## config.mk

```make
export PLATFORM = sky130hd
export DESIGN_NAME = sift_cmd_sequencer_flat
export DESIGN_NICKNAME = d
export VERILOG_FILES = /design/src/rtl/sift_cmd_sequencer_if.sv /design/src/rtl/sift_cmd_sequencer.sv /design/src/flat_wrapper.sv
export SDC_FILE = /design/constraint.sdc
export NUM_CORES = 1
export LEC_CHECK = 0
export ABC_AREA = 1
export CAP_MARGIN = 10
export CELL_PAD_IN_SITES_DETAIL_PLACEMENT = 0
export CELL_PAD_IN_SITES_GLOBAL_PLACEMENT = 2
export CORE_ASPECT_RATIO = 0.9
export CORE_MARGIN = 5
export CORE_UTILIZATION = 24
export CTS_CLUSTER_DIAMETER = 150
export DETAILED_ROUTE_END_ITERATION = 10
export PLACE_DENSITY_LB_ADDON = 0.05
export SLEW_MARGIN = 20
export SYNTH_ARGS = -nofsm -noshare
export SYNTH_HDL_FRONTEND = slang
export SYNTH_SLANG_ARGS = --single-unit
```

## constraint.sdc

```tcl
create_clock -name clk_i -period 1.7 [get_ports clk_i]
set_input_delay 0.425 -clock clk_i [delete_from_list [all_inputs] [get_ports clk_i]]
set_output_delay 0.425 -clock clk_i [all_outputs]
set_load 0.005 [all_outputs]
```

## src/rtl/sift_cmd_sequencer_if.sv

```systemverilog
// Host-side command/response channel of the sift command sequencer.
// The host drives requests and response acceptance; the sequencer drives
// acceptance, the response payload and its busy indication.
interface sift_cmd_sequencer_if #(
  parameter int DATA_W = 32
);
  logic              req_valid_i;
  logic              req_ready_o;
  logic [1:0]        req_op_i;
  logic              req_type_i;
  logic [3:0]        req_cmd_i;
  logic              req_addr_i;
  logic [DATA_W-1:0] req_data_i;
  logic              rsp_valid_o;
  logic              rsp_ready_i;
  logic [DATA_W-1:0] rsp_data_o;
  logic              rsp_timeout_o;
  logic              busy_o;

  // Host / bridge side
  modport master (
    output req_valid_i, req_op_i, req_type_i, req_cmd_i, req_addr_i, req_data_i,
    output rsp_ready_i,
    input  req_ready_o, rsp_valid_o, rsp_data_o, rsp_timeout_o, busy_o
  );

  // Sequencer side
  modport slave (
    input  req_valid_i, req_op_i, req_type_i, req_cmd_i, req_addr_i, req_data_i,
    input  rsp_ready_i,
    output req_ready_o, rsp_valid_o, rsp_data_o, rsp_timeout_o, busy_o
  );
endinterface

```

## src/rtl/sift_cmd_sequencer.sv

```systemverilog
// sift_cmd_sequencer: runs one host command at a time against the
// sift_sector_core register port. Supports single writes, single reads,
// poll-until-mask-hit reads with a bounded retry count, and nops. Every
// command produces exactly one response.
module sift_cmd_sequencer #(
  parameter int DATA_W     = 32,
  parameter int POLL_GAP   = 4,
  parameter int POLL_MAX   = 1023,
  parameter int POLL_CNT_W = 10
) (
  input  logic                clk_i,
  input  logic                reset_n_i,
  sift_cmd_sequencer_if.slave host,
  output logic                core_type_o,
  output logic [3:0]          core_cmd_o,
  output logic                core_chipselect_o,
  output logic                core_write_o,
  output logic                core_read_o,
  output logic                core_address_o,
  output logic [DATA_W-1:0]   core_writedata_o,
  input  logic [DATA_W-1:0]   core_readdata_i
);

  localparam logic [1:0] OP_WR   = 2'b00;
  localparam logic [1:0] OP_RD   = 2'b01;
  localparam logic [1:0] OP_POLL = 2'b10;
  localparam logic [1:0] OP_NOP  = 2'b11;

  localparam logic [2:0] S_IDLE = 3'd0;
  localparam logic [2:0] S_WR   = 3'd1;
  localparam logic [2:0] S_RD   = 3'd2;
  localparam logic [2:0] S_CAP  = 3'd3;
  localparam logic [2:0] S_GAP  = 3'd4;
  localparam logic [2:0] S_RESP = 3'd5;

  // Gap counter runs 0 .. POLL_GAP-1 inside GAP
  localparam int GAP_W = (POLL_GAP > 1) ? $clog2(POLL_GAP) : 1;
  localparam logic [GAP_W-1:0]      GAP_LAST  = GAP_W'(POLL_GAP - 1);
  localparam logic [POLL_CNT_W-1:0] POLL_LAST = POLL_CNT_W'(POLL_MAX);

  logic [2:0]            state_q;
  logic [2:0]            state_d;
  logic                  armed_q;
  logic                  poll_q;
  logic [POLL_CNT_W-1:0] poll_cnt_q;
  logic [GAP_W-1:0]      gap_cnt_q;
  logic [DATA_W-1:0]     rsp_data_q;
  logic                  rsp_timeout_q;
  logic                  type_q;
  logic [3:0]            cmd_q;
  logic                  addr_q;
  logic [DATA_W-1:0]     wdata_q;

  logic                  accept;
  logic                  cap_hit;
  logic                  cap_last;
  logic                  cap_done;
  logic                  cap_timeout;

  // A poll condition is met when any masked bit of the read word is set;
  // a zero mask therefore can never be met.
  function automatic logic poll_hit(input logic [DATA_W-1:0] rdata,
                                    input logic [DATA_W-1:0] mask);
    return |(rdata & mask);
  endfunction

  // Next state after the command/op decode; nop goes straight to RESP
  function automatic logic [2:0] accept_state(input logic [1:0] op);
    logic [2:0] s;
    case (op)
      OP_WR:   s = S_WR;
      OP_RD:   s = S_RD;
      OP_POLL: s = S_RD;
      default: s = S_RESP;
    endcase
    return s;
  endfunction

  // Ready needs a clock edge after reset release before it can rise, so
  // every output reads 0 until the first edge out of reset.
  assign host.req_ready_o = (state_q == S_IDLE) && armed_q;
  assign accept           = host.req_valid_i && host.req_ready_o;

  // In CAP the mask held on the write-data lines decides the poll outcome
  assign cap_hit     = poll_hit(core_readdata_i, wdata_q);
  assign cap_last    = (poll_cnt_q == POLL_LAST);
  assign cap_done    = !poll_q || cap_hit || cap_last;
  assign cap_timeout = poll_q && !cap_hit && cap_last;

  // Next-state decode of the command sequencer
  always_comb begin
    state_d = state_q;
    case (state_q)
      S_IDLE: begin
        if (accept) begin
          state_d = accept_state(host.req_op_i);
        end
      end
      S_WR:   state_d = S_RESP;
      S_RD:   state_d = S_CAP;
      S_CAP:  state_d = cap_done ? S_RESP : S_GAP;
      S_GAP: begin
        if (gap_cnt_q == GAP_LAST) begin
          state_d = S_RD;
        end
      end
      S_RESP: begin
        if (host.rsp_ready_i) begin
          state_d = S_IDLE;
        end
      end
      default: state_d = S_IDLE;
    endcase
  end

  // State register
  always_ff @(posedge clk_i or negedge reset_n_i) begin
    if (!reset_n_i) begin
      state_q <= S_IDLE;
    end else begin
      state_q <= state_d;
    end
  end

  // Arms the request channel one edge after reset release
  always_ff @(posedge clk_i or negedge reset_n_i) begin
    if (!reset_n_i) begin
      armed_q <= 1'b0;
    end else begin
      armed_q <= 1'b1;
    end
  end

  // Held selection lines: captured only on accept and kept afterwards so the
  // core sees stable type/cmd/address between transactions
  always_ff @(posedge clk_i or negedge reset_n_i) begin
    if (!reset_n_i) begin
      type_q  <= 1'b0;
      cmd_q   <= 4'd0;
      addr_q  <= 1'b0;
      wdata_q <= '0;
      poll_q  <= 1'b0;
    end else if (accept) begin
      type_q  <= host.req_type_i;
      cmd_q   <= host.req_cmd_i;
      addr_q  <= host.req_addr_i;
      wdata_q <= host.req_data_i;
      poll_q  <= (host.req_op_i == OP_POLL);
    end
  end

  // Number of read strobes issued for the current command
  always_ff @(posedge clk_i or negedge reset_n_i) begin
    if (!reset_n_i) begin
      poll_cnt_q <= '0;
    end else if (accept) begin
      poll_cnt_q <= '0;
    end else if (state_q == S_RD) begin
      poll_cnt_q <= poll_cnt_q + 1'b1;
    end
  end

  // Idle-cycle counter between consecutive poll reads
  always_ff @(posedge clk_i or negedge reset_n_i) begin
    if (!reset_n_i) begin
      gap_cnt_q <= '0;
    end else if (state_q == S_CAP) begin
      gap_cnt_q <= '0;
    end else if (state_q == S_GAP && gap_cnt_q != GAP_LAST) begin
      gap_cnt_q <= gap_cnt_q + 1'b1;
    end
  end

  // Response payload: cleared on accept (write/nop answer 0), loaded in CAP
  always_ff @(posedge clk_i or negedge reset_n_i) begin
    if (!reset_n_i) begin
      rsp_data_q    <= '0;
      rsp_timeout_q <= 1'b0;
    end else if (accept) begin
      rsp_data_q    <= '0;
      rsp_timeout_q <= 1'b0;
    end else if (state_q == S_CAP) begin
      rsp_data_q    <= core_readdata_i;
      rsp_timeout_q <= cap_timeout;
    end
  end

  // Strobes and status decode straight from the registered state
  assign core_write_o      = (state_q == S_WR);
  assign core_read_o       = (state_q == S_RD);
  assign core_chipselect_o = core_write_o || core_read_o;
  assign core_type_o       = type_q;
  assign core_cmd_o        = cmd_q;
  assign core_address_o    = addr_q;
  assign core_writedata_o  = wdata_q;

  assign host.rsp_valid_o   = (state_q == S_RESP);
  assign host.rsp_data_o    = rsp_data_q;
  assign host.rsp_timeout_o = rsp_timeout_q;
  assign host.busy_o        = (state_q != S_IDLE);

  // Bus protocol properties of the strobe outputs
  a_strobe_excl: assert property (@(posedge clk_i) disable iff (!reset_n_i)
    !(core_write_o && core_read_o));
  a_cs_with_strobe: assert property (@(posedge clk_i) disable iff (!reset_n_i)
    core_chipselect_o == (core_write_o || core_read_o));
  a_strobe_single: assert property (@(posedge clk_i) disable iff (!reset_n_i)
    (core_write_o || core_read_o) |=> !(core_write_o || core_read_o));

endmodule

```

## src/flat_wrapper.sv

```systemverilog
// flat-port wrapper written by rule: the top's interface ports become plain ports
module sift_cmd_sequencer_flat 
#(
  parameter int DATA_W     = 32,
  parameter int POLL_GAP   = 4,
  parameter int POLL_MAX   = 1023,
  parameter int POLL_CNT_W = 10
)
  (clk_i, reset_n_i, core_type_o, core_cmd_o, core_chipselect_o, core_write_o, core_read_o, core_address_o, core_writedata_o, core_readdata_i, host_req_valid_i, host_req_op_i, host_req_type_i, host_req_cmd_i, host_req_addr_i, host_req_data_i, host_rsp_ready_i, host_req_ready_o, host_rsp_valid_o, host_rsp_data_o, host_rsp_timeout_o, host_busy_o);
  sift_cmd_sequencer_if #(.DATA_W(DATA_W)) host_i ();
  input  logic clk_i;
  input  logic reset_n_i;
  output logic core_type_o;
  output logic [3:0] core_cmd_o;
  output logic core_chipselect_o;
  output logic core_write_o;
  output logic core_read_o;
  output logic core_address_o;
  output logic [DATA_W-1:0] core_writedata_o;
  input  logic [DATA_W-1:0] core_readdata_i;
  input wire logic [$bits(host_i.req_valid_i)-1:0] host_req_valid_i;
  input wire logic [$bits(host_i.req_op_i)-1:0] host_req_op_i;
  input wire logic [$bits(host_i.req_type_i)-1:0] host_req_type_i;
  input wire logic [$bits(host_i.req_cmd_i)-1:0] host_req_cmd_i;
  input wire logic [$bits(host_i.req_addr_i)-1:0] host_req_addr_i;
  input wire logic [$bits(host_i.req_data_i)-1:0] host_req_data_i;
  input wire logic [$bits(host_i.rsp_ready_i)-1:0] host_rsp_ready_i;
  output wire logic [$bits(host_i.req_ready_o)-1:0] host_req_ready_o;
  output wire logic [$bits(host_i.rsp_valid_o)-1:0] host_rsp_valid_o;
  output wire logic [$bits(host_i.rsp_data_o)-1:0] host_rsp_data_o;
  output wire logic [$bits(host_i.rsp_timeout_o)-1:0] host_rsp_timeout_o;
  output wire logic [$bits(host_i.busy_o)-1:0] host_busy_o;
  assign host_i.req_valid_i = host_req_valid_i;
  assign host_i.req_op_i = host_req_op_i;
  assign host_i.req_type_i = host_req_type_i;
  assign host_i.req_cmd_i = host_req_cmd_i;
  assign host_i.req_addr_i = host_req_addr_i;
  assign host_i.req_data_i = host_req_data_i;
  assign host_i.rsp_ready_i = host_rsp_ready_i;
  assign host_req_ready_o = host_i.req_ready_o;
  assign host_rsp_valid_o = host_i.rsp_valid_o;
  assign host_rsp_data_o = host_i.rsp_data_o;
  assign host_rsp_timeout_o = host_i.rsp_timeout_o;
  assign host_busy_o = host_i.busy_o;
  sift_cmd_sequencer #(.DATA_W(DATA_W), .POLL_GAP(POLL_GAP), .POLL_MAX(POLL_MAX), .POLL_CNT_W(POLL_CNT_W)) u_core (.clk_i(clk_i), .reset_n_i(reset_n_i), .host(host_i), .core_type_o(core_type_o), .core_cmd_o(core_cmd_o), .core_chipselect_o(core_chipselect_o), .core_write_o(core_write_o), .core_read_o(core_read_o), .core_address_o(core_address_o), .core_writedata_o(core_writedata_o), .core_readdata_i(core_readdata_i));
endmodule
```

==> results.cfg <==
[worst_setup_path]
crit_path_cell_trace = buf_6, nor2_4, nand2_2, buf_6, buf_6
max_stage_delay_ns = 0.43
cp_data_required_time_ns = 1.27
crit_fanout = 2
cp-end-kind = output pin
crit_type = flip-flop to output pin
arrival_ns = 1.32
startpoint_type = flip-flop
crit_top_cell = buf_6
crit_slowest_cell = dfrtp_2

[detailed_routing]
vias_per_cell = 4.331
drc = 0
dr.pass1.iters = 4
routed_wl_mm = 13.40
avgRoutedWirePerCell_um = 16.26
drtIter0Drc = 136
antenna_left = 0
num_vias = 3569

[layout]
diodes = 0
layout_commonest_cell = nand2_1
area_growth_pct = 69.40
fin_nets = 697
fillCellCount = 1588
mostFrequentLayoutCells = nand2_1, clkdlybuf4s50_1, dfrtp_1
design_area_mm2 = 0.006365
drive_above_1_share_pct = 15.92
final_util_pct = 41.36

[sta]
fmax_mhz = 572.2
setup_viol = 3
rsz0062_at_grt = true
fin_crit_ns = 1.748
worst_slack_ns = -0.04762
clock_skew_ns = 0.006909
tns_ns = -0.08628
final.period_utilization_pct = 102.8
holdWs_ns = 0.005818
slew_violations = 0
finalHoldViolations = 0

[place]
dpl.hpwl_mm = 9.092
portBuffers = 152
place_congestion = 0.7464
placed_area_mm2 = 0.005731

[yosys]
syn_area_mm2 = 0.003757
syn_nets = 495
ys_seq_area_share_pct = 58.61
synth.ff_latch_count = 88
yosys_warnings = 0
avgSynthCellArea_um2 = 9.054
ys_types = 31
syn_inst = 415

[clock_network]
clkLatencyLatePin_ns = 0.34
path_clk_slew_ns = 0.07
cts_tree = yes
root_buffer = clkbuf_16
cts_made_buffers = 9
cts_sinks = 88
clk_path_buf_depth = 2
htree_levels = 3

[floorplanning]
start_util_pct = 24.42
coreArea_mm2 = 0.01539
core.rowCount = 43
die_w_um = 141.9
dieArea_mm2 = 0.01826
die_h_um = 128.7
io_pins = 153

[status]
status = complete, but fails checks
violations = negative setup slack

[power_and_ir_drop]
fin_total_pwr_w = 0.009578
pwr_density_cell_mw_per_mm2 = 1505
p_leak_nw = 3.326
vdd_drop_max_v = 0.0006576

[global_route]
grt_pass1_vias = 3624
grt_overflow = 0
antenna_found_initial = 0
grt_max_degree = 35
grt_util_all_layers_pct = 14.29
grt_pass1_wl_mm = 20.15

[worst_hold_path]
hp-class = primary input to async pin

[flow_run]
cap_violations = 0
[cell families (layout without fill, tap and decap cells)]
logic type	count (synthesis)	count (layout)	share of synthesized area, %
AOI/OAI and AO/OA	54	54	10.72
xor gates and xnor gates	1	1	0.2331
adders and majority gates	4	4	1.332
buffers and inverters	45	252	5.295
DFF	88	88	58.61
other	1	1	0.09980
and+or+nand+nor	222	222	23.71
[final cells by class]
type	instances	area (um^2)	share of cell area, %
Sequential cell	88	2205	34.64
Timing Repair Buffer	206	2029	31.89
Multi-Input combinational cell	282	1416	22.25
Tap cell	202	252.7	3.971
Clock buffer	11	232.7	3.656
Inverter	30	125.1	1.966
Clock inverter	5	103.9	1.632
[power breakdown]
part / switching (W) / total (W) / internal, W
combinational: 0.00172 / 0.00401 / 0.00228
sequential: 0.000499 / 0.00329 / 0.00279
clock: 0.000842 / 0.00228 / 0.00144
total: 0.00307 / 0.00958 / 0.00651
[per-stage QoR]
stage | cells | setup slack (ns)
3_5_place_dp | 785 | -0.2426
5_1_grt | 824 | -0.09685
4_1_cts | 808 | -0.05178
3_3_place_gp | 785 | -0.2051
2_1_floorplan | 415 | 0.2630
6_report | 824 | -0.04762
[metal layers]
layer  wire length, um  track usage (%)  vias to the layer above
met5                 0                0                        -
met4               116            3.386                        0
met3               986            4.905                       11
met2              5925            21.58                      119
met1              6369            19.84                     1703
li1                  -                -                     1736
[registers in the layout, summed over array words and instances (netlist names)]
| signal | cells |
|---|---|
| u_core.armed_q | 1 |
| u_core.core_address_o | 1 |
| u_core.core_cmd_o | 4 |
| u_core.core_type_o | 1 |
| u_core.core_writedata_o | 32 |
| u_core.gap_cnt_q | 2 |
| u_core.host.rsp_data_o | 32 |
| u_core.host.rsp_timeout_o | 1 |
| u_core.poll_cnt_q | 10 |
| u_core.poll_q | 1 |
| u_core.state_q | 3 |
[critical path: cells and delay by family, from the launching register on]
family	cells	cell delay, ns
buffers and inverters	3	0.35
flip-flops	1	0.43
AND/OR/NAND/NOR	2	0.19
[final timing paths]
check | startpoint | endpoint | slack [ns] | cells past startpoint
max | u_core.state_q[0]$_DFFE_PN0P_ | host_busy_o | -0.05 | 5
min | reset_n_i | u_core.core_cmd_o[2]$_DFFE_PN0P_ | 0.006 | 1
max reg2reg | u_core.state_q[0]$_DFFE_PN0P_ | u_core.host.rsp_data_o[2]$_DFFE_PN0P_ | 0.04 | 10
min reg2reg | u_core.core_cmd_o[0]$_DFFE_PN0P_ | u_core.core_cmd_o[0]$_DFFE_PN0P_ | 0.48 | 2
max in group asynchronous | reset_n_i | u_core.state_q[1]$_DFFE_PN0P_ | 1.13 | 2
min in group clk_i | u_core.core_cmd_o[0]$_DFFE_PN0P_ | u_core.core_cmd_o[0]$_DFFE_PN0P_ | 0.48 | 2
[cell usage after synthesis, drive strengths merged]
master	count	area share [%]
o21ai	7	0.93
buf	9	1.6
nand3	7	1.1
nor2	20	2.2
a22oi	1	0.20
clkinv	1	0.10
o21a	1	0.20
conb	1	0.10
clkbuf	6	0.60
nand4	3	0.50
xor2	1	0.23
dfrtp	88	59
a211oi	1	0.20
a22o	32	7.5
ha	4	1.3
nor3	8	1.5
o31ai	1	0.20
a31oi	2	0.33
a21oi	9	1.2
inv	29	3.0
nand2	184	18
[repair_timing]
item,4_1_cts,5_1_grt
hold buffers,0,0
gates resized for setup,45,30
setup endpoints to repair,18,68
pin swaps,3,3
setup buffers,7,13
gates cloned,0,3
(Power assumes the default switching activity.)
